[config.mk]
export PLATFORM = sky130hd
export DESIGN_NAME = lsu_dmem
export DESIGN_NICKNAME = d
export VERILOG_FILES = /design/src/rtl/lsu_pkg.sv /design/src/rtl/lsu_align.sv /design/src/rtl/lsu_dmem.sv
export SDC_FILE = /design/constraint.sdc
export NUM_CORES = 1
export LEC_CHECK = 0
export CAP_MARGIN = 30
export CORE_ASPECT_RATIO = 2
export CORE_UTILIZATION = 40
export CTS_CLUSTER_SIZE = 30
export DETAILED_ROUTE_END_ITERATION = 16
export PLACE_DENSITY = 0.7
export SLEW_MARGIN = 30
export SYNTH_ARGS = -nofsm -noshare
export SYNTH_HDL_FRONTEND = slang
export SYNTH_SLANG_ARGS = --single-unit
export TNS_END_PERCENT = 20
[constraint.sdc]
create_clock -name clk -period 2.58 [get_ports clk]
set_clock_uncertainty 0.2 [all_clocks]
set_input_delay 0.387 -clock clk [delete_from_list [all_inputs] [get_ports clk]]
set_output_delay 0.387 -clock clk [all_outputs]
set_load 0.02 [all_outputs]
[src/rtl/lsu_pkg.sv]
// lsu_pkg: shared types and helpers for the load/store unit.
//   size_e     : access size encoding (byte, half, word, double)
//   state_e    : lsu_dmem controller states
//   size_bytes : number of bytes for a given size
//   byte_mask  : 16-bit byte-enable pattern for a size at a byte offset;
//                bits [15:8] only become non-zero for line-crossing accesses
package lsu_pkg;

  typedef enum logic [1:0] {
    SZ_B = 2'd0,
    SZ_H = 2'd1,
    SZ_W = 2'd2,
    SZ_D = 2'd3
  } size_e;

  // ST_REQ/ST_WAIT double as the first beat of a split access.
  typedef enum logic [2:0] {
    ST_IDLE  = 3'd0,
    ST_REQ   = 3'd1,
    ST_WAIT  = 3'd2,
    ST_RESP  = 3'd3,
    ST_REQ1  = 3'd4,
    ST_WAIT1 = 3'd5
  } state_e;

  function automatic logic [3:0] size_bytes(input size_e size);
    return 4'd1 << size;
  endfunction

  function automatic logic [15:0] byte_mask(input size_e size, input logic [2:0] off);
    logic [15:0] m;
    m = (16'd1 << size_bytes(size)) - 16'd1;
    return m << off;
  endfunction

endpackage

[src/rtl/lsu_align.sv]
// lsu_align: combinational lane alignment shared by every memory beat.
//   size, is_unsigned, off : captured access attributes
//   st_data  -> st_lanes   : store data shifted to its byte lanes (128 bits
//                            so a line-crossing store spills into [127:64])
//   st_mask                : matching 16-bit byte enables
//   ld_lo, ld_hi -> ld_data: two consecutive memory words shifted down by
//                            the offset, truncated and sign/zero extended
module lsu_align
  import lsu_pkg::*;
(
  input  size_e        size,
  input  logic         is_unsigned,
  input  logic [2:0]   off,
  input  logic [63:0]  st_data,
  output logic [127:0] st_lanes,
  output logic [15:0]  st_mask,
  input  logic [63:0]  ld_lo,
  input  logic [63:0]  ld_hi,
  output logic [63:0]  ld_data
);

  logic [5:0]   sh_bits;
  logic [127:0] ld_shift;
  logic         unused_ld_top;

  assign sh_bits  = {off, 3'b000};
  assign st_lanes = {64'd0, st_data} << sh_bits;
  assign st_mask  = byte_mask(size, off);
  assign ld_shift = {ld_hi, ld_lo} >> sh_bits;

  assign unused_ld_top = ^ld_shift[127:64];

  always_comb begin
    ld_data = ld_shift[63:0];
    case (size)
      SZ_B: ld_data = is_unsigned ? {56'd0, ld_shift[7:0]}
                                  : {{56{ld_shift[7]}}, ld_shift[7:0]};
      SZ_H: ld_data = is_unsigned ? {48'd0, ld_shift[15:0]}
                                  : {{48{ld_shift[15]}}, ld_shift[15:0]};
      SZ_W: ld_data = is_unsigned ? {32'd0, ld_shift[31:0]}
                                  : {{32{ld_shift[31]}}, ld_shift[31:0]};
      default: ld_data = ld_shift[63:0];  // doubleword: no extension
    endcase
  end

endmodule

[src/rtl/lsu_dmem.sv]
// lsu_dmem: load/store unit between the core execute stage and a 64-bit
// data memory with a req/gnt + rvalid handshake. One access in flight.
//   core side : req_valid/req_ready, req_we, req_size, req_unsigned,
//               req_addr, req_wdata -> resp_valid, resp_rdata, resp_err
//   memory    : mem_req/mem_gnt, mem_we, mem_addr (8-byte aligned),
//               mem_wdata, mem_wmask, mem_rvalid, mem_rdata
//   clk, rst  : rst is synchronous, active-high
// Build option LSU_MISALIGN_SPLIT_EN: line-crossing accesses are split into
// two beats instead of returning resp_err.
//
// state    | meaning
// ST_IDLE  | ready for a new request
// ST_REQ   | mem_req asserted for the (first) beat, waiting for mem_gnt
// ST_WAIT  | granted, waiting for mem_rvalid of the (first) beat
// ST_REQ1  | split only: second beat request to base + 8
// ST_WAIT1 | split only: waiting for mem_rvalid of the second beat
// ST_RESP  | one-cycle resp_valid pulse
module lsu_dmem
  import lsu_pkg::*;
#(
  parameter int MEM_AW = 64
) (
  input  logic              clk,
  input  logic              rst,
  input  logic              req_valid,
  output logic              req_ready,
  input  logic              req_we,
  input  logic [1:0]        req_size,
  input  logic              req_unsigned,
  input  logic [63:0]       req_addr,
  input  logic [63:0]       req_wdata,
  output logic              resp_valid,
  output logic [63:0]       resp_rdata,
  output logic              resp_err,
  output logic              mem_req,
  input  logic              mem_gnt,
  output logic              mem_we,
  output logic [MEM_AW-1:0] mem_addr,
  output logic [63:0]       mem_wdata,
  output logic [7:0]        mem_wmask,
  input  logic              mem_rvalid,
  input  logic [63:0]       mem_rdata
);

  state_e      state_q, state_d;
  logic        we_q, we_d;
  size_e       size_q, size_d;
  logic        uns_q, uns_d;
  logic [60:0] addr_q, addr_d;
  logic [2:0]  off_q, off_d;
  logic [63:0] wdata_q, wdata_d;
  logic [63:0] resp_rdata_q, resp_rdata_d;
  logic        resp_err_q, resp_err_d;

  logic         misaligned;
  logic         in_req;
  logic         beat1;
  logic [127:0] st_lanes;
  logic [15:0]  st_mask;
  logic [63:0]  ld_lo, ld_hi, ld_data;
  logic [63:0]  mem_addr_full;

  // Crossing the 8-byte line: offset plus access length exceeds 8.
  assign misaligned = ({1'b0, req_addr[2:0]} + size_bytes(size_e'(req_size))) > 4'd8;

`ifdef LSU_MISALIGN_SPLIT_EN
  logic        split_q, split_d;
  logic [63:0] rdata0_q, rdata0_d;

  assign in_req = (state_q == ST_REQ) || (state_q == ST_REQ1);
  assign beat1  = (state_q == ST_REQ1);
  // Second beat merges the held first word under the live second word.
  assign ld_lo  = (state_q == ST_WAIT1) ? rdata0_q  : mem_rdata;
  assign ld_hi  = (state_q == ST_WAIT1) ? mem_rdata : 64'd0;
`else
  logic unused_hi_lanes;

  assign in_req = (state_q == ST_REQ);
  assign beat1  = 1'b0;
  assign ld_lo  = mem_rdata;
  assign ld_hi  = 64'd0;
  assign unused_hi_lanes = ^{st_lanes[127:64], st_mask[15:8]};
`endif

  lsu_align u_align (
    .size        (size_q),
    .is_unsigned (uns_q),
    .off         (off_q),
    .st_data     (wdata_q),
    .st_lanes    (st_lanes),
    .st_mask     (st_mask),
    .ld_lo       (ld_lo),
    .ld_hi       (ld_hi),
    .ld_data     (ld_data)
  );

  assign req_ready  = (state_q == ST_IDLE);
  assign resp_valid = (state_q == ST_RESP);
  assign resp_rdata = resp_rdata_q;
  assign resp_err   = resp_valid & resp_err_q;

  // mem_req is gated by rst so the request drops in the reset cycle itself.
  assign mem_req       = in_req & ~rst;
  assign mem_we        = in_req & we_q;
  assign mem_addr_full = in_req ? {addr_q + {60'd0, beat1}, 3'b000} : 64'd0;
  assign mem_addr      = mem_addr_full[MEM_AW-1:0];
  assign mem_wdata     = !in_req ? 64'd0 : (beat1 ? st_lanes[127:64] : st_lanes[63:0]);
  assign mem_wmask     = !in_req ? 8'd0  : (beat1 ? st_mask[15:8]    : st_mask[7:0]);

  always_comb begin
    state_d      = state_q;
    we_d         = we_q;
    size_d       = size_q;
    uns_d        = uns_q;
    addr_d       = addr_q;
    off_d        = off_q;
    wdata_d      = wdata_q;
    resp_rdata_d = resp_rdata_q;
    resp_err_d   = resp_err_q;
`ifdef LSU_MISALIGN_SPLIT_EN
    split_d      = split_q;
    rdata0_d     = rdata0_q;
`endif
    case (state_q)
      ST_IDLE: begin
        if (req_valid) begin
          we_d         = req_we;
          size_d       = size_e'(req_size);
          uns_d        = req_unsigned;
          addr_d       = req_addr[63:3];
          off_d        = req_addr[2:0];
          wdata_d      = req_wdata;
          resp_rdata_d = 64'd0;
`ifdef LSU_MISALIGN_SPLIT_EN
          split_d      = misaligned;
          resp_err_d   = 1'b0;
          state_d      = ST_REQ;
`else
          resp_err_d   = misaligned;
          state_d      = misaligned ? ST_RESP : ST_REQ;
`endif
        end
      end
      ST_REQ: begin
        if (mem_gnt) state_d = ST_WAIT;
      end
      ST_WAIT: begin
        if (mem_rvalid) begin
`ifdef LSU_MISALIGN_SPLIT_EN
          if (split_q) begin
            rdata0_d = mem_rdata;
            state_d  = ST_REQ1;
          end else begin
            resp_rdata_d = we_q ? 64'd0 : ld_data;
            state_d      = ST_RESP;
          end
`else
          resp_rdata_d = we_q ? 64'd0 : ld_data;
          state_d      = ST_RESP;
`endif
        end
      end
`ifdef LSU_MISALIGN_SPLIT_EN
      ST_REQ1: begin
        if (mem_gnt) state_d = ST_WAIT1;
      end
      ST_WAIT1: begin
        if (mem_rvalid) begin
          resp_rdata_d = we_q ? 64'd0 : ld_data;
          state_d      = ST_RESP;
        end
      end
`endif
      ST_RESP: state_d = ST_IDLE;
      default: state_d = ST_IDLE;
    endcase
  end

  always_ff @(posedge clk) begin
    if (rst) begin
      state_q      <= ST_IDLE;
      we_q         <= 1'b0;
      size_q       <= SZ_B;
      uns_q        <= 1'b0;
      addr_q       <= 61'd0;
      off_q        <= 3'd0;
      wdata_q      <= 64'd0;
      resp_rdata_q <= 64'd0;
      resp_err_q   <= 1'b0;
`ifdef LSU_MISALIGN_SPLIT_EN
      split_q      <= 1'b0;
      rdata0_q     <= 64'd0;
`endif
    end else begin
      state_q      <= state_d;
      we_q         <= we_d;
      size_q       <= size_d;
      uns_q        <= uns_d;
      addr_q       <= addr_d;
      off_q        <= off_d;
      wdata_q      <= wdata_d;
      resp_rdata_q <= resp_rdata_d;
      resp_err_q   <= resp_err_d;
`ifdef LSU_MISALIGN_SPLIT_EN
      split_q      <= split_d;
      rdata0_q     <= rdata0_d;
`endif
    end
  end

endmodule

Word-level counts from Yosys, hierarchy flattened --
Cells that the tools add are included.
Cells by class: add/sub/neg operators 2, reduce and logical (&&, ||, !) cells 6, $lt $le $gt $ge 1, multiplexer cells 16, bitwise gates (word level) 4, equal/unequal tests 8, shift-type cells 6
Operator list (count):
- $mux 64 | 8
- $pmux 64 s3 | 1
- $pmux 64 s2 | 1
- $shl 64x6->64 | 1
- $shr 64x6->64 | 1
- $shl 1x4->16 const A | 1
- $shl 16x3->8 | 1
- $sub 16x1->16 const B | 1
- $mux 3 | 3
- $pmux 3 s3 | 1
- $mux 8 | 1
- $shl 1x2->4 const A | 2
- $eq 3x2->1 const B | 2
- $ne 2x2->1 const B | 3
- $reduce_and 3->1 | 2
- $add 3x4->4 | 1
- $gt 4x4->1 const B | 1
- $and 1x1->1 | 3
- $eq 3x1->1 const B | 1
- $logic_not 3->1 | 1
- $eq 2x1->1 const B | 1
- $eq 2x2->1 const B | 1
- $logic_not 2->1 | 1
- $mux 2 | 1
- other kinds (3) | 3
Word-level totals: flip-flop bits (word level) 200, output and inout bits 205, input port bits 201

Longest topological paths before layout --
Gate-level depths: netlist (run 1).
depth after elaboration 6, gate-level depth with buffers 9, depth with buffers taken out 7

By module --
A second synthesis (run 1) with hierarchy kept.
Second synthesis, totals: cells, all modules 1768, area, all modules 14279.9 µm²
By module, submodules not included:
- lsu_dmem | sequential area each 3983.8 µm², times used 1, area an instance 8121.5 µm², cells each 1052
- lsu_align | sequential area each 0.0 µm², times used 1, area an instance 6158.4 µm², cells each 716

Worst setup path after synthesis (run 1) --
Ideal clock, no wire load.
path type flip-flop to output port, start reg state_q[1], end out mem_wdata[0], slack 0.134 ns, path buffers 1, data required time 1.993 ns, arrival time 1.859 ns, cell stages (with the launch flop) 7, cells stage by stage dfxtp_1 > inv_1 > ha_1 > clkbuf_1 > nand2_1 > nor2_1 > and2_1
Between the ends: word-level cells in the longest chain between the ends 2
RTL lines:
- start, declared | RTL line lsu_dmem.sv:45 | state_e state_q, state_d;
- start signal, assigned | RTL line lsu_dmem.sv:195 | state_q <= state_d;
- $eq 3x1->1 | RTL line lsu_dmem.sv:78 | assign in_req = (state_q == ST_REQ);
- $mux 64 | RTL line lsu_dmem.sv:107 | assign mem_wdata = !in_req ? 64'd0 : (beat1 ? st_lanes[127:64] : st_lanes[63:0]);
- end, declared | RTL line lsu_dmem.sv:39 | output logic [63:0] mem_wdata,
Every way passes these cells.

Worst setup path in the final report (run 1) --
start reg off_q[1], end out mem_wdata[42]
Between the ends: word-level cells in the longest chain between the ends 2
RTL lines:
- start, declared | RTL line lsu_dmem.sv:50 | logic [2:0] off_q, off_d;
- start signal, assigned | RTL line lsu_dmem.sv:186 | off_q <= 3'd0;
- start signal, assigned | RTL line lsu_dmem.sv:200 | off_q <= off_d;
- $shl 64x6->64 | RTL line lsu_align.sv:27 | assign st_lanes = {64'd0, st_data} << sh_bits;
- $mux 64 | RTL line lsu_dmem.sv:107
Every way passes these cells.

==> results.cfg, run 1 <==
[cells_and_area]
multi_input_area_um2 = 7450
layout_commonest_cell = nand2_1
fin_cells = 2236
area_growth_pct = 54.9
mostFrequentLayoutCells = 329 x nand2_1, 264 x clkdlybuf4s50_1, 194 x dfxtp_1, 161 x a21oi_1, 143 x buf_4
nFillCells = 2517
final_layout_size_suffix_gt1_share_pct = 24.6
final_nets = 2076
final_area_um2 = 17900
post-route-util_pct = 63.4
layout.area.seq_um2 = 4000

[global_routing]
grt_use_total_pct = 33.3
grt_first_pass_wirelength_um = 73300
grt_max_degree = 65
antenna_found_initial = 3
gr-total-overflow = 0
grt_pass1_vias = 12552

[detailed_routing]
drt-total-wl_um = 50700
drtAntennaViolNets = 0
vias_per_cell = 5.66
drc_errors = 0
first_iter_violations = 862
dr.pass1.iters = 6
wl_per_cell_um = 22.7
via_count = 12653

[power_and_ir_drop]
p_total_mw = 13.5
peakVddDrop_mv = 0.633
powerDensity_nw_per_um2 = 754
p_leak_nw = 7.08

[critical_path]
worstSetupEndpointType = primary output
setup.worst_path.start = off_q[1]$_SDFFE_PP0P_
rrSetupSlack_ns = 0.06
crit_chain = buf_6 > buf_4 > buf_4 > mux2_4 > a21oi_2 > o22ai_1 > and2_1 > buf_4
reg2reg_to = resp_rdata[27]$_SDFFE_PP0P_
required_ns = 1.99
crit_path_max_fanout = 6
worstRegToRegCells = 8
worstPathArrival_ns = 2.16
critical_path.slowest_cell = dfxtp_4
endpoint = mem_wdata[42]
slowest_delay_ns = 0.41
crit_type = register to primary output
crit_top_cell = buf_4
r2r_start = off_q[0]$_SDFFE_PP0P_
cp-start-kind = register

[cts]
numCtsBuffers = 17
cts_sinks = 199
insertion_delay_ns = 0.46
clockBufferDepth = 2
cts.clk_slew.worst_paths_ns = 0.08
clock-root-buffer = clkbuf_16
cts_hold_buf = 0
cts_max_level = 4
cts_tree = yes

[floorplanning]
ios = 406
chipWidth_um = 122
die_area_um2 = 29700
core_um2 = 28300
std_cell_rows = 87
initial_utilization_pct = 40.9
die_y_um = 243

[place]
dpl.hpwl_um = 37700
dp_cells = 2165
gp_congestion = 0.951
post-place-ws_ns = -0.160
portBuffers = 402
placed_cell_area_um2 = 16600

[logic_synthesis]
ys_seq_area_share_pct = 34.4
async_flop_share_pct = 0
ys_ff_latch = 199
synth_area_leader_cell = dfxtp_1
synth_simple_gate_area_share_pct = 22.3
yosysWarningCount = 0
synthMuxAreaShare_pct = 14.1
synth_xor_area_share_pct = 0.151
syn_area_um2 = 11600
synth_ff_type = dfxtp_1
synthTopCellsByArea = dfxtp_1 34%, nand2_1 11%, a21oi_1 7.3%
synth_fa_ha_area_share_pct = 1.14
synthDistinctLibCells = 62
synth_top_area_share_pct = 34.4
synth_cells = 1408
synth_compound_area_share_pct = 22.3
synth_edf_count = 0
synth_top_family_by_area = compound AO/OA/AOI/OAI gates
syn_avg_cell_area_um2 = 8.23

[timing]
layout_setup_ws_ns = -0.169
drv_slew = 0
setup-tns-final_ns = -2.19
max_freq_ghz = 0.364
setup_viol = 32
rsz0062_at_grt = yes
hold_slack_ns = 0.0403
hold_viol = 0
worst_pin_slew_ns = 0.931
post-route-min-period_ns = 2.75
fin_crit_sh_pct = 107
slew_headroom_pct = 37.7

[run_status]
status = finished with violations
violations = setup timing

[flow_run]
drv_cap = 0

[worst_hold_path]
min_path_type = input pin to register
power breakdown:
| part | switching [mW] | internal, mW | total [mW] |
|---|---|---|---|
| sequential | 0.483 | 3.56 | 4.04 |
| combinational | 3.85 | 2.97 | 6.82 |
| clock | 1.38 | 1.29 | 2.67 |
| total | 5.71 | 7.82 | 13.5 |
state kept, by name (all words and copies together) (netlist names):
name / flops
addr_q: 61
off_q: 3
resp_err_q: 1
resp_rdata: 64
size_q: 2
state_q: 2
uns_q: 1
wdata_q: 64
we_q: 1
synthesized netlist by cell type (15+ instances only):
| cell type | number |
|---|---|
| o2bb2ai_2 | 30 |
| o22ai_1 | 17 |
| nand2_1 | 331 |
| buf_2 | 18 |
| clkbuf_1 | 83 |
| o21ai_0 | 32 |
| buf_4 | 15 |
| mux2i_1 | 73 |
| nor2b_1 | 50 |
| nor2_1 | 68 |
| a211oi_1 | 16 |
| and2_1 | 83 |
| mux2_2 | 48 |
| mux4_2 | 15 |
| a21oi_1 | 168 |
| dfxtp_1 | 199 |
| a221o_1 | 44 |
critical path, delay by kind of cell, from the launching register on:
kind | cells | cell delay, ns
flops | 1 | 0.41
buf+inv | 4 | 0.56
mux | 1 | 0.32
compound gates | 2 | 0.22
simple gates | 1 | 0.17
cells by family after synthesis:
family          Yosys count
compound gates          361
xor+xnor                  2
fa+ha+maj                10
buf+inv                 133
flops                   199
mux                     138
other cells               1
simple gates            564
worst min-delay path by stage:
stage / from / endpoint / slack [ns] / cells after the start
after global routing: rst / wdata_q[42]$_SDFFE_PP0P_ / 0.02 / 2
after floorplan: addr_q[0]$_SDFFE_PP0P_ / addr_q[0]$_SDFFE_PP0P_ / 0.23 / 2
after CTS: rst / wdata_q[42]$_SDFFE_PP0P_ / 0.02 / 2
after global placement: addr_q[40]$_SDFFE_PP0P_ / addr_q[40]$_SDFFE_PP0P_ / 0.24 / 2
after detailed placement: addr_q[48]$_SDFFE_PP0P_ / addr_q[48]$_SDFFE_PP0P_ / 0.24 / 2
final: rst / wdata_q[58]$_SDFFE_PP0P_ / 0.04 / 2
layer usage:
layer / GRT usage, % / up-vias / routed length, um / part of all wire [%]
met3: 6.44 / 173 / 3090 / 6.1
met5: 0 / - / 13 / 0.026
met2: 60.9 / 591 / 27200 / 54
met1: 32.1 / 6060 / 16500 / 33
met4: 24.6 / 2 / 3900 / 7.7
li1: - / 5827 / - / -
timing repair:
action | 4_1_cts | 5_1_grt
cloned | 1 | 4
gates resized for setup | 361 | 154
endpoints found under the hold margin | 0 | 0
buffers inserted | 10 | 25
pin swaps | 7 | 12
endpoints found under the setup margin | 135 | 70
area by class of cell:
type	count	area share, %
Tap cell	356	2.48
Sequential cell	199	22.3
Multi-Input combinational cell	1078	41.5
Clock inverter	13	0.739
Clock buffer	19	2.41
Timing Repair Buffer	563	30.4
Inverter	6	0.153
Antenna cell	2	0.0279
No activity file was read; power rests on OpenSTA's default activity.
==> run 2, diff against run 1 <==
Settings changed: CORE_MARGIN set to 2, GPL_ROUTABILITY_DRIVEN set to 0.
==> run 2 against run 1 <==
Non-clock buffer count is 39 lower. Sequential power is 1% lower. Sequential share of layout area rose by 0.57 points. Largest cell class unchanged. Global-route usage down 5.1 points. Cell area fell by 2.5%. Routed wire length down 12%. The flow still finishes with violations (setup timing). Critical path type unchanged. First-iteration DRC count rose by 14%.
==> results.cfg, run 2 (same netlist as run 1, synthesis figures left out) <==
[run_status]
status = finished with violations
violations = setup timing

[critical_path]
worstSetupEndpointType = primary output
crit_type = register to primary output
crit_path_max_fanout = 8
required_ns = 1.99
crit_chain = buf_12 > buf_12 > mux4_2 > mux2i_2 > nor2b_1 > buf_4
worstPathArrival_ns = 2.10
cp_top_family = multiplexers
crit_buf_inv = 3
critical_path.slowest_cell = mux4_2
cp-start-kind = register
crit_top_cell = buf_12
slowest_delay_ns = 0.51

[timing]
post-route-min-period_ns = 2.68
hold_viol = 0
setup_viol = 38
worst_pin_slew_ns = 0.672
drv_slew = 0
fin_crit_sh_pct = 104
max_freq_ghz = 0.373
layout_setup_ws_ns = -0.104
rsz0062_at_grt = yes
slew_headroom_pct = 55.1

[place]
portBuffers = 402
dpl.hpwl_um = 32900
placed_cell_area_um2 = 16400
dp_cells = 2141

[global_routing]
gr-total-overflow = 0
grt_use_total_pct = 28.3
grt_first_pass_wirelength_um = 68200
antenna_found_initial = 4
grt_max_degree = 68
grt_pass1_vias = 11377

[detailed_routing]
via_count = 12037
dr.pass1.iters = 6
first_iter_violations = 980
drc_errors = 0
wl_per_cell_um = 20.2
drt-total-wl_um = 44600
drtAntennaViolNets = 0
vias_per_cell = 5.46

[cts]
clockBufferDepth = 2
cts_tree = yes
cts_max_level = 4
cts.clk_slew.worst_paths_ns = 0.07
clock-root-buffer = clkbuf_16
cts_sinks = 199
insertion_delay_ns = 0.46
numCtsBuffers = 17

[power_and_ir_drop]
power.share.clock_pct = 21.6
p_leak_nw = 6.88
powerDensity_nw_per_um2 = 748
power_frac_seq_pct = 30.5
swShare_pct = 40.6
pwr-share-comb_pct = 47.9
p_sw_mw = 5.31
peakVddDrop_mv = 0.550
intPower_mw = 7.78

[floorplanning]
chipWidth_um = 124
core_um2 = 28600
die_area_um2 = 30400
initial_utilization_pct = 40.5
die_y_um = 245
std_cell_rows = 88
ios = 406

[cells_and_area]
fin_cells = 2203
layout_commonest_cell = nand2_1
final_layout_size_suffix_gt1_share_pct = 21.8
final_area_um2 = 17500
final_nets = 2037
nFillCells = 2592
area_growth_pct = 51.0
mostFrequentLayoutCells = 330 x nand2_1, 264 x clkdlybuf4s50_1, 194 x dfxtp_1, 161 x a21oi_1, 106 x buf_4

[worst_hold_path]
min_path_type = register to register

[flow_run]
drv_cap = 0
==> run 2: changes by cell type in the layout (fill, tap and decap cells not counted), moves of 8 or more <==
cell | previous run | this run
buf_4 | 143 | 106
mux2i_2 | 4 | 13
buf_6 | 33 | 16
o21ai_2 | 13 | 5
dlygate4sd2_1 | 57 | 70
==> run 2: path summary, 6_finish.rpt <==
kind / slack (ns) / endpoint / cells past startpoint / start
max: -0.10 / mem_wdata[63] / 6 / off_q[0]$_SDFFE_PP0P_
min: 0.25 / addr_q[47]$_SDFFE_PP0P_ / 2 / addr_q[47]$_SDFFE_PP0P_
min reg2reg: 0.25 / addr_q[47]$_SDFFE_PP0P_ / 2 / addr_q[47]$_SDFFE_PP0P_
max reg2reg: -0.03 / resp_rdata[32]$_SDFFE_PP0P_ / 8 / off_q[1]$_SDFFE_PP0P_
==> run 2: final cells by class <==
| cell class | count | area, um2 | area share [%] |
|---|---|---|---|
| Antenna cell | 4 | 10.0 | 0.0572 |
| Clock buffer | 17 | 425 | 2.43 |
| Clock inverter | 15 | 185 | 1.06 |
| Inverter | 6 | 25.0 | 0.143 |
| Multi-Input combinational cell | 1078 | 7380 | 42.2 |
| Sequential cell | 199 | 4000 | 22.8 |
| Tap cell | 360 | 450 | 2.57 |
| Timing Repair Buffer | 524 | 5020 | 28.7 |
==> run 2: per-layer routing <==
metal | GRT usage, % | part of all wire (%)
met4 | 10.5 | 2.8
met1 | 40.2 | 44
met5 | 0 | 0
met3 | 6.54 | 8.6
met2 | 41.6 | 44
==> run 2: tightest hold or removal path, stage by stage, from the launching register on <==
cell     delay [ns]
dfxtp_1        0.31
nand2_1        0.05
a21oi_1        0.05
==> run 2: repair_timing <==
action                                  in CTS  in global routing
gates cloned                                 1                  1
resized for setup                          351                103
pin swaps                                   10                 11
endpoints found under the setup margin     156                113
setup buffers                               10                 13
hold buffers                                 1                  0
endpoints found under the hold margin        1                  0
==> run 2: power groups by stage <==
stage	logic (mW)	registers, mW	clock network (mW)
2_1_floorplan	3.46	3.96	0
3_3_place_gp	5.80	3.99	0
3_5_place_dp	5.82	4.01	0
4_1_cts	6.00	3.96	2.89
5_1_grt	6.71	4.04	3.01
6_report	6.27	4.00	2.83
==> run 2: stage by stage <==
stage                     util [%]  setup WS, ns  hold slack, ns  power (mW)  setup TNS (ns)
final                         61.1        -0.104           0.250        13.1          -0.676
after floorplan                  -         0.134           0.232        7.42               0
after global routing          61.1        -0.143           0.258        13.8           -6.79
after detailed placement      57.4       -0.0268           0.242        9.82          -0.163
after CTS                     60.2        -0.194           0.244        12.9           -1.41
after global placement        57.4      0.000408           0.237        9.79               0
